`config.mk`:
```
export PLATFORM = sky130hd
export DESIGN_NAME = data_memory_read_interface
export DESIGN_NICKNAME = d
export VERILOG_FILES = /design/src/rtl/data_memory_read_interface.sv
export SDC_FILE = /design/constraint.sdc
export NUM_CORES = 1
export LEC_CHECK = 0
export CAP_MARGIN = 10
export CORE_MARGIN = 3
export CORE_UTILIZATION = 45
export DETAILED_ROUTE_END_ITERATION = 16
export PLACE_DENSITY = 0.95
export REMOVE_ABC_BUFFERS = 1
export SLEW_MARGIN = 20
export SYNTH_ARGS = -nofsm -noshare
export SYNTH_HDL_FRONTEND = slang
export SYNTH_SLANG_ARGS = --single-unit
```
`constraint.sdc`:
```
create_clock -name clk -period 4.41 [get_ports clk]
set_clock_uncertainty 0.15 [all_clocks]
set_input_delay 1.1025 -clock clk [delete_from_list [all_inputs] [get_ports clk]]
set_output_delay 1.1025 -clock clk [all_outputs]
set_load 0.05 [all_outputs]
```
`src/rtl/data_memory_read_interface.sv`:
```
// data_memory_read_interface
// Load-side companion to the store lane placer. Each load's metadata travels
// alongside the synchronous data-memory read. When it reaches the pipe tail,
// the addressed byte, halfword or word is extracted from mem_rdata, then
// sign- or zero-extended and registered for writeback.
// load_type bit 0 selects byte, bit 1 selects halfword (byte wins if both
// are set), bit 2 selects zero-extension.

module data_memory_read_interface #(
    parameter int MEM_LATENCY = 1
) (
    input  logic        clk,
    input  logic        reset,
    input  logic        req_valid,
    input  logic [31:0] req_addr,
    input  logic [2:0]  load_type,
    input  logic [4:0]  req_rd,
    input  logic        stall,
    input  logic        flush,
    input  logic [31:0] mem_rdata,
    output logic        resp_valid,
    output logic [4:0]  resp_rd,
    output logic [31:0] load_value,
    output logic        misaligned
);

    localparam int LT_BYTE     = 0;
    localparam int LT_HWORD    = 1;
    localparam int LT_UNSIGNED = 2;

    typedef struct packed {
        logic       valid;
        logic [1:0] addr;
        logic [2:0] ltype;
        logic [4:0] rd;
    } meta_t;

    meta_t pipe_q [MEM_LATENCY];
    meta_t pipe_d [MEM_LATENCY];
    meta_t tail;

    logic        resp_valid_q, resp_valid_d;
    logic [4:0]  resp_rd_q, resp_rd_d;
    logic [31:0] load_value_q, load_value_d;
    logic        misaligned_q, misaligned_d;

    logic        is_byte;
    logic        is_hword;
    logic        is_unsigned;
    logic [7:0]  byte_val;
    logic [15:0] hword_val;
    logic [31:0] ext_value;
    logic        ext_misaligned;

    // Only the byte offset within the word matters here; the memory itself uses the rest.
    logic unused_addr_bits;
    assign unused_addr_bits = ^req_addr[31:2];

    // Advance the metadata pipe in step with the memory read; a flush kills every in-flight load.
    always_comb begin
        for (int i = 0; i < MEM_LATENCY; i++) begin
            pipe_d[i] = pipe_q[i];
        end
        if (flush) begin
            for (int i = 0; i < MEM_LATENCY; i++) begin
                pipe_d[i].valid = 1'b0;
            end
        end else if (!stall) begin
            pipe_d[0].valid = req_valid;
            pipe_d[0].addr  = req_addr[1:0];
            pipe_d[0].ltype = load_type;
            pipe_d[0].rd    = req_rd;
            for (int i = 1; i < MEM_LATENCY; i++) begin
                pipe_d[i] = pipe_q[i-1];
            end
        end
    end

    // Select and extend the addressed lane of the returned word, and flag bad alignment.
    always_comb begin
        tail        = pipe_q[MEM_LATENCY-1];
        is_byte     = tail.ltype[LT_BYTE];
        is_hword    = !tail.ltype[LT_BYTE] && tail.ltype[LT_HWORD];
        is_unsigned = tail.ltype[LT_UNSIGNED];
        byte_val    = mem_rdata[7:0];
        case (tail.addr)
            2'd0:    byte_val = mem_rdata[7:0];
            2'd1:    byte_val = mem_rdata[15:8];
            2'd2:    byte_val = mem_rdata[23:16];
            2'd3:    byte_val = mem_rdata[31:24];
            default: byte_val = mem_rdata[7:0];
        endcase
        hword_val      = tail.addr[1] ? mem_rdata[31:16] : mem_rdata[15:0];
        ext_value      = mem_rdata;
        ext_misaligned = 1'b0;
        if (is_byte) begin
            ext_value = {{24{byte_val[7] & ~is_unsigned}}, byte_val};
        end else if (is_hword) begin
            if (tail.addr[0]) begin
                ext_misaligned = 1'b1;
                ext_value      = 32'h0;
            end else begin
                ext_value = {{16{hword_val[15] & ~is_unsigned}}, hword_val};
            end
        end else if (tail.addr != 2'b00) begin
            ext_misaligned = 1'b1;
            ext_value      = 32'h0;
        end
    end

    // The response register follows the tail when not stalled; payload only changes on a valid tail.
    always_comb begin
        resp_valid_d = resp_valid_q;
        resp_rd_d    = resp_rd_q;
        load_value_d = load_value_q;
        misaligned_d = misaligned_q;
        if (flush) begin
            resp_valid_d = 1'b0;
        end else if (!stall) begin
            resp_valid_d = tail.valid;
            if (tail.valid) begin
                resp_rd_d    = tail.rd;
                load_value_d = ext_value;
                misaligned_d = ext_misaligned;
            end
        end
    end

    // State registers with immediate clearing on reset.
    always_ff @(posedge clk or posedge reset) begin
        if (reset) begin
            for (int i = 0; i < MEM_LATENCY; i++) begin
                pipe_q[i] <= '0;
            end
            resp_valid_q <= 1'b0;
            resp_rd_q    <= 5'd0;
            load_value_q <= 32'h0;
            misaligned_q <= 1'b0;
        end else begin
            for (int i = 0; i < MEM_LATENCY; i++) begin
                pipe_q[i] <= pipe_d[i];
            end
            resp_valid_q <= resp_valid_d;
            resp_rd_q    <= resp_rd_d;
            load_value_q <= load_value_d;
            misaligned_q <= misaligned_d;
        end
    end

    assign resp_valid = resp_valid_q;
    assign resp_rd    = resp_rd_q;
    assign load_value = load_value_q;
    assign misaligned = misaligned_q;

endmodule

```
# Word-level counts from Yosys, hierarchy flattened
# Index checks and enable logic that the tools add are counted.
dict set report totals {
  register_bits 50
  inputBits 77
  out_inout_bits 39
}
dict set report op_classes {
  eq_ne 4
  n_mux 14
  bitwise_logic 5
  reduce_logical 6
}
# operator count
set ops {}
lappend ops {{32-bit two-way mux} 4}
lappend ops {{8-bit case mux with 4 select lines} 1}
lappend ops {{16-bit two-way mux} 1}
lappend ops {{11-bit two-way mux} 1}
lappend ops {{1-bit two-way mux} 7}
lappend ops {{2-bit equality test, second input constant} 2}
lappend ops {{1-bit inverter} 3}
lappend ops {{3-bit AND reduction} 1}
lappend ops {{1-bit bitwise AND} 2}
lappend ops {{2-bit by 1-bit equality test with 1-bit output, second input constant} 1}
lappend ops {{2-bit logical NOT} 1}
lappend ops {{2-bit by 1-bit inequality test with 1-bit output, second input constant} 1}
lappend ops {{2-bit AND reduction} 1}
lappend ops {{2-bit nonzero test} 1}
lappend ops {{1-bit logical AND} 1}
lappend ops {{1-bit logical NOT} 1}

# Depth between registers and ports, before layout
dict set report depth {
  word_depth 5
  ltp_mapped 7
  depth_no_buf 3
}

# Worst setup path after synthesis
# No wires, ideal clock.
dict set report synth_path {
  path_kind {input-to-reg}
  start {input stall}
  end {register resp_rd_q[3] (netlist: resp_rd[3])}
  arrival_ns 2.111
  required_time_ns 4.135
  path_slack_ns 2.023
  path_stages 5
  path_buffers 3
  path_cell_list {buf_6 or3b_1 buf_2 buf_6 mux2_4}
}
dict set report synth_via {
  elab_chain_cells 2
}
# item line
set synth_lines {}
lappend synth_lines {{start, declared} 18} ;# input logic stall,
lappend synth_lines {{1-bit inverter (no line)} --}
lappend synth_lines {{3-bit AND reduction (no line)} --}
lappend synth_lines {{end signal, assigned} 144} ;# resp_rd_q <= resp_rd_d;
lappend synth_lines {{end, declared} 43} ;# logic [4:0] resp_rd_q, resp_rd_d;
# No other way between the ends.
# A chain may end at the register's enable or synchronous reset.

# Worst setup path after layout
dict set report layout_path {
  start {input stall}
  end {register load_value_q[24] (netlist: load_value[24])}
}
dict set report layout_via {
  elab_chain_cells 2
}
# item line
set layout_lines {}
lappend layout_lines {{1-bit inverter (no line)} --}
lappend layout_lines {{3-bit AND reduction (no line)} --}
lappend layout_lines {{end signal, assigned} 145} ;# load_value_q <= load_value_d;
lappend layout_lines {{end, declared} 44} ;# logic [31:0] load_value_q, load_value_d;
# No other way between the ends.

==> flow_summary.toml <==
[run_status]
status = "complete, no violations"

[setup_path]
critPathMaxStageDelay_ns = 0.58
worstPathRequired_ns = 4.48
end_kind = "flop"
arrival_ns = 3.13
r2r_start = "pipe_q[8]$_DFFE_PP0P_"
crit_path_max_fanout = 16
path_cells = "clkdlybuf4s50_1, nor3b_4, buf_4, o2111ai_2, o211ai_1"
path_class = "primary input to flop"
cp-startpoint = "stall"
cp_slowest_cell = "clkdlybuf4s50_1"
worst-path-buf-inv = 2
crit_path_start_kind = "primary input"
crit_family = "buffers and inverters"

[cts]
clk_path_buf_depth = 2
cts_tree = "built"
clkTransAtPathRegs_ns = 0.09
holdBufCountCts = 0
cts_num_sinks = 50
post_cts_buffers = 0
cts_resized = 0
h-tree-depth = 2
clock_latency_ns = 0.31
cts_made_buffers = 5
clockRootBuffer = "clkbuf_8"

[routing]
drc = 0
routedWlPerCell_um = 18.7
routed_via_density = 5.91
drt_wl_total_um = 7010
first_pass_iters = 4
drt_iter0_markers = 186
vias = 2216
final_antenna_net_count = 0

[synth]
synth-seq-area-share = 0.475
ys_warn_count = 0
netlist_area_mm2 = 0.00263
synth_cell_type_count = 34
syn_inst = 233
async_flop_share = 1.00
avgSynthCellArea_um2 = 11.3
synth.ff_latch_count = 50
synth-edff-count = 0
dominantRegCellSynth = "dfrtp_1"

[power]
power_frac_comb = 0.447
total_power_uw = 1890
pwr_density_cell_mw_per_mm2 = 529
ir_worst_vdd_mv = 0.276
intPower_uw = 1110
p_seq_frac = 0.350
switching_share = 0.414
power.leakage_uw = 0.00140
clkPwrFrac = 0.203
power.switching_uw = 783

[layout]
multiInputGateArea_mm2 = 0.00119
seq_area_mm2 = 0.00125
finalNetCount = 379
syn_to_final_growth_pct = 35.9
fin_cells = 375
design_area_mm2 = 0.00358
antennaDiodeCount = 0
fill_cells = 440
drive_gt1_frac = 0.109

[sta]
max_freq_mhz = 327
rsz0062_at_grt = "false"
layout_setup_ws_ns = 1.35
fin_setup_tns_ns = 0
worst_pin_slew_ns = 1.09
drv_slew = 0
relSlewSlack = 0.271
period_minus_slack_ns = 3.06
final_hold_viol_count = 0
post-route-period-util = 0.694
setup_violations = 0

[placement]
dp_hpwl_um = 4970
gp_congestion = 0.828
placed_cell_area_mm2 = 0.00343
place_ws_ns = 0.989
portBuffers = 85
dpl.cell_count = 367

[floorplan]
start_util = 0.473
die_w_um = 82.5
core-area_mm2 = 0.00557
die-area_mm2 = 0.00681
rows = 27
dieHeight_um = 82.5
ioPinCount = 116

[global_routing]
grt_pass1_wl_um = 11200
grt_max_degree = 60
grtUsageTotal = 0.217
grt_overflow_total = 0
grt_antenna_before_repair = 0
first_global_vias = 2185

[min_path]
hold_class = "flop to flop"
min_from = "load_value[0]$_DFFE_PP0P_"

[job]
drv_cap = 0
-- cell usage in the layout, fill, tap and decap left out, drive strengths merged, types with 8 or more instances in the layout --
master / instances
clkdlybuf4s50: 85
dfrtp: 50
nor2b: 20
o211ai: 18
a221oi: 16
a32oi: 16
mux2: 14
nand2: 12
mux2i: 10
o31ai: 8
-- path summary, 6_finish.rpt --
check	end	slack, ns	cells after the start
min	load_value[0]$_DFFE_PP0P_	0.33	2
min reg2reg	load_value[0]$_DFFE_PP0P_	0.33	2
max reg2reg	load_value[13]$_DFFE_PP0P_	1.93	3
max in group asynchronous	load_value[18]$_DFFE_PP0P_	2.51	2
min in group asynchronous	resp_valid$_DFFE_PP0P_	1.10	2
max	load_value[24]$_DFFE_PP0P_	1.35	5
-- power by group through the flow --
stage	Clock (uW)	Sequential [uW]	Combinational [uW]
CTS	389	661	851
detailed placement	0	669	847
global placement	0	662	832
global route	411	676	891
finish	385	662	847
floorplan	0	1000	190
-- layout make-up --
type,instances,share of cell area
sequential,50,0.350
multi-input combinational,148,0.334
clock inverter,3,0.0192
clock buffer,5,0.0192
tap,72,0.0252
timing repair buffer,87,0.242
inverter,10,0.0108
-- metrics by stage --
step / hold slack, ns / utilization
finish: 0.334 / 0.642
floorplan: 0.325 / -
global placement: 0.313 / 0.616
detailed placement: 0.317 / 0.616
global route: 0.361 / 0.642
CTS: 0.339 / 0.641
-- synthesized netlist by cell type, types with 2 or more instances --
library cell  number  area, um^2
buf_6              5        56.3
o221ai_1           7        61.3
buf_4              2        15.0
buf_2             12        60.1
clkbuf_1           3        11.3
o21ai_0            4        20.0
and2_1             2        12.5
inv_1              8        30.0
mux2i_1           10         100
nor2b_1           20         125
a32oi_1           16         140
buf_1              2        7.51
mux2_2            13         146
clkinv_1           2        7.51
nor4b_1            7        61.3
dfrtp_1           50        1250
nor2_1             4        15.0
a221oi_1          16         140
nand2_1           12        45.0
o31ai_1            8        60.1
o211ai_1          17         128
-- flip-flops by register name, summed over array words and instances, names as in the netlist --
register and cells:
resp_rd 5, load_value 32, pipe_q 9, is_unsigned 1, resp_valid 1, misaligned 1
is_byte 1
-- cell families (layout without fill, tap and decap cells) --
| family | after synthesis | count (layout) | share of synthesized area |
|---|---|---|---|
| compound gates | 72 | 72 | 0.228 |
| simple gates | 52 | 52 | 0.124 |
| flops | 50 | 50 | 0.475 |
| buf+inv | 35 | 105 | 0.0732 |
| mux | 24 | 24 | 0.0993 |
-- layer usage --
| metal | up-vias | wire (um) | track usage |
|---|---|---|---|
| met5 | - | 0 | 0 |
| met4 | 0 | 96 | 0.0654 |
| met3 | 7 | 461 | 0.0412 |
| met2 | 75 | 3420 | 0.356 |
| met1 | 1096 | 3030 | 0.292 |
| li1 | 1038 | - | - |
-- worst reg2reg max path: stages (launching register included) --
cell	delay, ns
dfrtp_1	0.69
mux2_2	0.42
a2bb2oi_2	0.82
o221ai_1	0.24
No activity file was read; power rests on OpenSTA's default activity.
